File: config.mk
export PLATFORM = sky130hd
export DESIGN_NAME = status_uart_tx
export DESIGN_NICKNAME = d
export VERILOG_FILES = /design/src/rtl/uart_pkg.sv /design/src/rtl/uart_tx_byte.sv /design/src/rtl/status_uart_tx.sv
export SDC_FILE = /design/constraint.sdc
export NUM_CORES = 1
export LEC_CHECK = 0
export CORE_ASPECT_RATIO = 1.2
export CORE_MARGIN = 2
export CORE_UTILIZATION = 38
export CTS_CLUSTER_SIZE = 40
export DETAILED_ROUTE_END_ITERATION = 7
export REMOVE_ABC_BUFFERS = 1
export SLEW_MARGIN = 20
export SYNTH_ARGS = -nofsm -noshare
export SYNTH_HDL_FRONTEND = slang
export SYNTH_HIERARCHICAL = 1
export SYNTH_SLANG_ARGS = --single-unit
File: constraint.sdc
create_clock -name clk -period 2.9 [get_ports clk]
set_input_delay 0.58 -clock clk [delete_from_list [all_inputs] [get_ports clk]]
set_output_delay 0.58 -clock clk [all_outputs]
set_load 0.005 [all_outputs]
File: src/rtl/uart_pkg.sv
// Shared definitions for the status UART transmitter: frame layout constants,
// FSM state encodings and the frame checksum helper.
package uart_pkg;

  localparam logic [7:0] FRAME_HDR = 8'hA5;
  localparam int         FRAME_LEN = 5;
  localparam logic [2:0] LAST_BYTE = 3'(FRAME_LEN - 1);

  typedef enum logic [1:0] {
    FR_IDLE,
    FR_SEND,
    FR_FINISH
  } frame_state_e;

  typedef enum logic [1:0] {
    SER_IDLE,
    SER_START,
    SER_DATA,
    SER_STOP
  } ser_state_e;

  // Sum is formed 10 bits wide so the carry out of the byte add is visible
  // before being dropped.
  function automatic logic [7:0] frame_checksum(input logic [7:0] a,
                                                input logic [7:0] b,
                                                input logic [7:0] c);
    logic [9:0] acc;
    acc = {2'b00, a} + {2'b00, b} + {2'b00, c};
    return acc[7:0];
  endfunction

endpackage

File: src/rtl/uart_tx_byte.sv
// 8N1 byte serializer: start bit, eight data bits LSB first, stop bit, each
// held for DIV clocks. A start on the last stop cycle chains the next byte.
module uart_tx_byte
  import uart_pkg::*;
#(
  parameter int DIV = 10416
) (
  input  logic       clk,
  input  logic       reset,
  input  logic       start,
  input  logic [7:0] data,
  output logic       TX,
  output logic       byte_done
);

  localparam int             CW       = (DIV > 1) ? $clog2(DIV) : 1;
  localparam logic [CW-1:0]  LAST_CNT = CW'(DIV - 1);

  ser_state_e    state_q, state_d;
  logic [CW-1:0] baud_cnt_q, baud_cnt_d;
  logic [2:0]    bit_idx_q, bit_idx_d;
  logic [9:0]    shift_q, shift_d;
  logic          bit_end;

  assign bit_end = (baud_cnt_q == LAST_CNT);
  assign TX      = shift_q[0];

  always_ff @(posedge clk or negedge reset) begin
    if (!reset) begin
      state_q    <= SER_IDLE;
      baud_cnt_q <= '0;
      bit_idx_q  <= 3'd0;
      shift_q    <= '1;
    end else begin
      state_q    <= state_d;
      baud_cnt_q <= baud_cnt_d;
      bit_idx_q  <= bit_idx_d;
      shift_q    <= shift_d;
    end
  end

  // The line bit is always shift_q[0]; each bit boundary shifts in a 1 so the
  // register drains to the idle level once the stop bit has gone out.
  always_comb begin
    state_d    = state_q;
    baud_cnt_d = baud_cnt_q;
    bit_idx_d  = bit_idx_q;
    shift_d    = shift_q;
    byte_done  = 1'b0;

    case (state_q)
      SER_IDLE: begin
        baud_cnt_d = '0;
        bit_idx_d  = 3'd0;
        if (start) begin
          state_d = SER_START;
          shift_d = {1'b1, data, 1'b0};
        end
      end

      SER_START: begin
        if (bit_end) begin
          state_d    = SER_DATA;
          baud_cnt_d = '0;
          bit_idx_d  = 3'd0;
          shift_d    = {1'b1, shift_q[9:1]};
        end else begin
          baud_cnt_d = baud_cnt_q + CW'(1);
        end
      end

      SER_DATA: begin
        if (bit_end) begin
          baud_cnt_d = '0;
          shift_d    = {1'b1, shift_q[9:1]};
          if (bit_idx_q == 3'd7) begin
            state_d = SER_STOP;
          end else begin
            bit_idx_d = bit_idx_q + 3'd1;
          end
        end else begin
          baud_cnt_d = baud_cnt_q + CW'(1);
        end
      end

      SER_STOP: begin
        if (bit_end) begin
          byte_done  = 1'b1;
          baud_cnt_d = '0;
          bit_idx_d  = 3'd0;
          if (start) begin
            state_d = SER_START;
            shift_d = {1'b1, data, 1'b0};
          end else begin
            state_d = SER_IDLE;
            shift_d = '1;
          end
        end else begin
          baud_cnt_d = baud_cnt_q + CW'(1);
        end
      end

      default: begin
        state_d    = SER_IDLE;
        baud_cnt_d = '0;
        bit_idx_d  = 3'd0;
        shift_d    = '1;
      end
    endcase
  end

endmodule

File: src/rtl/status_uart_tx.sv
// Game status transmitter: snapshots mstate / player_hp / mon_hp on request
// and sends the frame A5, mstate, player_hp, mon_hp, checksum over 8N1 UART.
module status_uart_tx
  import uart_pkg::*;
#(
  parameter int CLK_HZ = 100_000_000,
  parameter int BAUD   = 9600
) (
  input  logic       clk,
  input  logic       reset,
  input  logic       send,
  input  logic [7:0] player_hp,
  input  logic [7:0] mon_hp,
  input  logic [7:0] mstate,
  output logic       busy,
  output logic       done,
  output logic       TX
);

  localparam int DIV = CLK_HZ / BAUD;

  frame_state_e state_q, state_d;
  logic [7:0]   mstate_q, mstate_d;
  logic [7:0]   player_hp_q, player_hp_d;
  logic [7:0]   mon_hp_q, mon_hp_d;
  logic [7:0]   checksum_q, checksum_d;
  logic [2:0]   byte_idx_q, byte_idx_d;
  logic [2:0]   next_idx;
  logic         busy_q, busy_d;
  logic         done_q, done_d;
  logic         tx_q, tx_d;
  logic         ser_start;
  logic [7:0]   ser_data;
  logic         ser_tx;
  logic         ser_done;
  logic [7:0]   next_byte;

  uart_tx_byte #(
    .DIV (DIV)
  ) u_tx_byte (
    .clk       (clk),
    .reset     (reset),
    .start     (ser_start),
    .data      (ser_data),
    .TX        (ser_tx),
    .byte_done (ser_done)
  );

  assign busy = busy_q;
  assign done = done_q;
  assign TX   = tx_q;

  always_ff @(posedge clk or negedge reset) begin
    if (!reset) begin
      state_q     <= FR_IDLE;
      mstate_q    <= 8'h00;
      player_hp_q <= 8'h00;
      mon_hp_q    <= 8'h00;
      checksum_q  <= 8'h00;
      byte_idx_q  <= 3'd0;
      busy_q      <= 1'b0;
      done_q      <= 1'b0;
      tx_q        <= 1'b1;
    end else begin
      state_q     <= state_d;
      mstate_q    <= mstate_d;
      player_hp_q <= player_hp_d;
      mon_hp_q    <= mon_hp_d;
      checksum_q  <= checksum_d;
      byte_idx_q  <= byte_idx_d;
      busy_q      <= busy_d;
      done_q      <= done_d;
      tx_q        <= tx_d;
    end
  end

  assign next_idx = byte_idx_q + 3'd1;

  always_comb begin
    next_byte = FRAME_HDR;
    case (next_idx)
      3'd1:    next_byte = mstate_q;
      3'd2:    next_byte = player_hp_q;
      3'd3:    next_byte = mon_hp_q;
      3'd4:    next_byte = checksum_q;
      default: next_byte = FRAME_HDR;
    endcase
  end

  // The header starts straight from the accept, so the serializer and the
  // output flop together place the start bit one cycle after the accept edge.
  // busy/done are registered from the state, lining them up with TX; FINISH
  // therefore already behaves as idle and may accept the next request.
  always_comb begin
    state_d     = state_q;
    mstate_d    = mstate_q;
    player_hp_d = player_hp_q;
    mon_hp_d    = mon_hp_q;
    checksum_d  = checksum_q;
    byte_idx_d  = byte_idx_q;
    ser_start   = 1'b0;
    ser_data    = FRAME_HDR;
    busy_d      = (state_q == FR_SEND);
    done_d      = (state_q == FR_FINISH);
    tx_d        = ser_tx;

    case (state_q)
      FR_IDLE, FR_FINISH: begin
        state_d    = FR_IDLE;
        byte_idx_d = 3'd0;
        if (send) begin
          state_d     = FR_SEND;
          mstate_d    = mstate;
          player_hp_d = player_hp;
          mon_hp_d    = mon_hp;
          checksum_d  = frame_checksum(mstate, player_hp, mon_hp);
          ser_start   = 1'b1;
          ser_data    = FRAME_HDR;
        end
      end

      FR_SEND: begin
        if (ser_done) begin
          if (byte_idx_q == LAST_BYTE) begin
            state_d    = FR_FINISH;
            byte_idx_d = 3'd0;
          end else begin
            byte_idx_d = next_idx;
            ser_start  = 1'b1;
            ser_data   = next_byte;
          end
        end
      end

      default: begin
        state_d    = FR_IDLE;
        byte_idx_d = 3'd0;
      end
    endcase
  end

endmodule

==> results of run 1 <==
where the power goes:
| part | leakage, nW | total, mW | internal, mW | switching (mW) |
|---|---|---|---|---|
| Sequential | 0.849 | 1.01 | 0.991 | 0.0215 |
| Clock | 0.162 | 1.18 | 0.775 | 0.408 |
| Combinational | 1.09 | 0.235 | 0.118 | 0.117 |
| Total | 2.10 | 2.43 | 1.88 | 0.547 |
cells by family (layout without fill, tap and decap cells):
kind of cell / count (synthesis) / count (layout) / share of synthesized area (%)
compound gates: 66 / 66 / 12.5
xor+xnor: 21 / 21 / 4.99
fa+ha+maj: 27 / 27 / 10.4
buf+inv: 34 / 70 / 3.59
flops: 68 / 68 / 44.7
mux: 11 / 11 / 3.20
simple gates: 176 / 176 / 20.7
cell usage in the layout (no fill, tap or decap), types with 3 or more instances in the layout:
master / instances
nand3_1: 13
ha_1: 19
o211ai_1: 5
xnor2_1: 14
clkbuf_16: 9
inv_1: 16
mux2_2: 10
nor2_1: 33
a21oi_1: 12
fa_1: 8
nor2b_1: 7
dfstp_2: 10
nand2b_1: 3
a222oi_1: 8
a2bb2oi_1: 4
o21ai_0: 16
clkdlybuf4s50_1: 28
nand4_1: 5
nand2_1: 94
a311o_1: 4
a31oi_1: 4
xor2_1: 6
nor4_1: 4
buf_4: 7
dfrtp_1: 58
through the flow:
step | TNS, ps | hold WS, ps | worst slack (ps) | cells
finish | 0 | 261 | 227 | 565
detailed placement | -77.5 | 359 | -43.3 | 548
global placement | -53.7 | 358 | -46.9 | 548
floorplan | 0 | 284 | 247 | 385
CTS | 0 | 273 | 151 | 564
global route | 0 | 290 | 13.4 | 565
final cells by class:
class	instances	area (um^2)
clock inverter	6	87.6
multi-input combinational	301	1990
tap	126	158
sequential	68	1710
inverter	16	60.1
fill	953	5280
clock buffer	10	239
timing repair buffer	38	378
cells in the mapped netlist, types with 2 or more instances:
cell type	instances	share of area (%)
a21oi_1	12	1.6
mux2_2	10	2.9
dfstp_2	10	6.8
nand4_1	5	0.82
nand2b_1	3	0.49
nor4b_1	2	0.46
nor2_1	33	3.2
nand3_1	13	1.7
nand2_1	94	9.2
a311o_1	4	1.0
a222oi_1	8	2.1
xor2_1	6	1.4
o21ai_0	16	2.1
nor3_1	2	0.26
a2bb2oi_1	4	0.91
and4_1	2	0.46
ha_1	19	6.2
clkbuf_1	14	1.4
o211ai_1	5	0.98
xnor2_1	14	3.2
dfrtp_1	58	38
or2_2	2	0.33
a211oi_1	2	0.39
inv_1	16	1.6
nor4_1	4	0.65
a31oi_1	4	0.65
nor2b_1	7	1.1
fa_1	8	4.2
a22oi_1	2	0.39
per-layer routing:
layer  vias to the layer above  global-route usage, %  share of wire (%)
met3                        15                   3.03                3.1
met5                         -                      0                  0
met2                        37                   25.5                 49
met4                         0                   8.10                2.0
li1                       1449                      -                  -
met1                      1439                   19.3                 45
registers in the layout, summed over array words and instances, names as in the netlist:
| signal | flops |
|---|---|
| byte_idx_q | 3 |
| state_q | 2 |
| mstate_q | 8 |
| checksum_q | 8 |
| player_hp_q | 8 |
| done | 1 |
| u_tx_byte/baud_cnt_q | 14 |
| mon_hp_q | 8 |
| TX | 1 |
| u_tx_byte/shift_q | 9 |
| u_tx_byte/bit_idx_q | 3 |
| u_tx_byte/state_q | 2 |
| busy | 1 |
worst paths after layout:
check                                        start                      end  slack, ps  depth (start not counted)
setup / recovery           u_tx_byte/baud_cnt_q[0]     u_tx_byte/shift_q[8]        230                         11
max in group asynchronous                    reset     u_tx_byte/shift_q[4]       2310                          2
hold / removal                               reset  u_tx_byte/baud_cnt_q[8]        260                          2
min in group clk              u_tx_byte/shift_q[0]                       TX        370                          0
hold reg to reg               u_tx_byte/shift_q[0]                       TX        370                          0
setup reg to reg           u_tx_byte/baud_cnt_q[0]     u_tx_byte/shift_q[8]        230                         11
timing repair:
| item | in CTS | in global routing |
|---|---|---|
| buffers inserted | 0 | 1 |
| endpoints found under the setup margin | 0 | 10 |
| resized for setup | 0 | 1 |
==> impl_metrics.env, run 1 <==
export IMPL_status="completed"
export IMPL_ctsHtreeMaxLevel=3
export IMPL_synthCells=403
export IMPL_cp_num_buf_inv=1
export IMPL_cts_buffer_depth=2
export IMPL_hold_violations=0
export IMPL_setup_viol=0
export IMPL_syn_area_per_cell_um2=9.52
export IMPL_antenna_found_initial=0
export IMPL_overflow=0
export IMPL_numClockSinks=68
export IMPL_cts_root_buf="clkbuf_16"
export IMPL_die_area_um2=10900
export IMPL_critical_path_cell_chain="ha_1 -> and3_1 -> and4_1 -> and2_2 -> nand3_1 -> a211o_1 -> a311o_1 -> inv_1 -> a21oi_1 -> a2bb2oi_1 -> mux2_2"
export IMPL_fin_area_um2=4630
export IMPL_clkTransAtPathRegs_ps=60
export IMPL_fin_crit_sh_pct=92.2
export IMPL_crit_family="compound AO/OA/AOI/OAI gates"
export IMPL_hp_class="in2async"
export IMPL_power_density_nw_per_um2=526
export IMPL_synth_edf_count=0
export IMPL_antennaDiodeCount=0
export IMPL_rsz0062_at_grt="false"
export IMPL_grtUsageTotal_pct=15.5
export IMPL_route_vias_total=2940
export IMPL_seq_area_frac_synth_pct=44.7
export IMPL_critPathMaxFanout=8
export IMPL_dp_hpwl_mm=5.35
export IMPL_wirelength_mm=7.61
export IMPL_grt_pass1_wl_mm=13.2
export IMPL_skew_ps=6.66
export IMPL_slew_viol_final=0
export IMPL_port_buffers=29
export IMPL_slowest_stage="dfrtp_1"
export IMPL_ys_warn_count=6
export IMPL_async_flop_share_pct=100
export IMPL_gp_congestion=0.756
export IMPL_period_minus_slack_ps=2670
export IMPL_ant_nets=0
export IMPL_rows=40
export IMPL_core_um2=9910
export IMPL_die_w_um=95.7
export IMPL_postCtsHoldBufs=0
export IMPL_drc=0
export IMPL_cts_buffers_inserted=9
export IMPL_die_y_um=114
export IMPL_cts_tree="built"
export IMPL_arrival_ps=2930
export IMPL_dr_pass1_iters=5
export IMPL_grt_max_degree=69
export IMPL_start_util_pct=38.7
export IMPL_ys_flop_type="dfrtp_1"
export IMPL_clock_fmax_mhz=374
export IMPL_ir_worst_vdd_uv=276
export IMPL_total_power_mw=2.43
export IMPL_critical_path_class="reg2reg"
export IMPL_fin_util_pct=46.7
export IMPL_cp_required_ps=3160
export IMPL_worst_pin_slew_ps=508
export IMPL_syn_to_final_growth_pct=20.6
export IMPL_p_leak_nw=2.10
export IMPL_max_cap_violations=0
export IMPL_routedWlPerCell_um=13.5
export IMPL_syn_area_um2=3840
export IMPL_ys_ff_latch=68
export IMPL_drtIter0Drc=197
export IMPL_startpoint_type="register"
export IMPL_via_per_inst=5.20
export IMPL_max_stage_delay_ps=370
export IMPL_ioPinCount=30
export IMPL_insertion_delay_ps=340
export IMPL_drive_gt1_share_pct=12.5
export IMPL_relSlewSlack_pct=66.2
export IMPL_dpl_cell_area_um2=4270
export IMPL_design_final_nets=488
export IMPL_grt_pass1_vias=2878
export IMPL_endpoint_kind="register"
export IMPL_synth_cell_types=53
Note: power is estimated with default switching activity, not from simulation.
==> inputs of run 2 (changes only) <==
==> constraint.sdc (replaced) <==
create_clock -name clk -period 2.9 [get_ports clk]
set_input_delay 0.58 -clock clk [delete_from_list [all_inputs] [get_ports clk]]
set_output_delay 0.58 -clock clk [all_outputs]
set_load 0.05 [all_outputs]
==> results of run 2 <==
Final layout, timing and power as in run 1 (identical DEF).
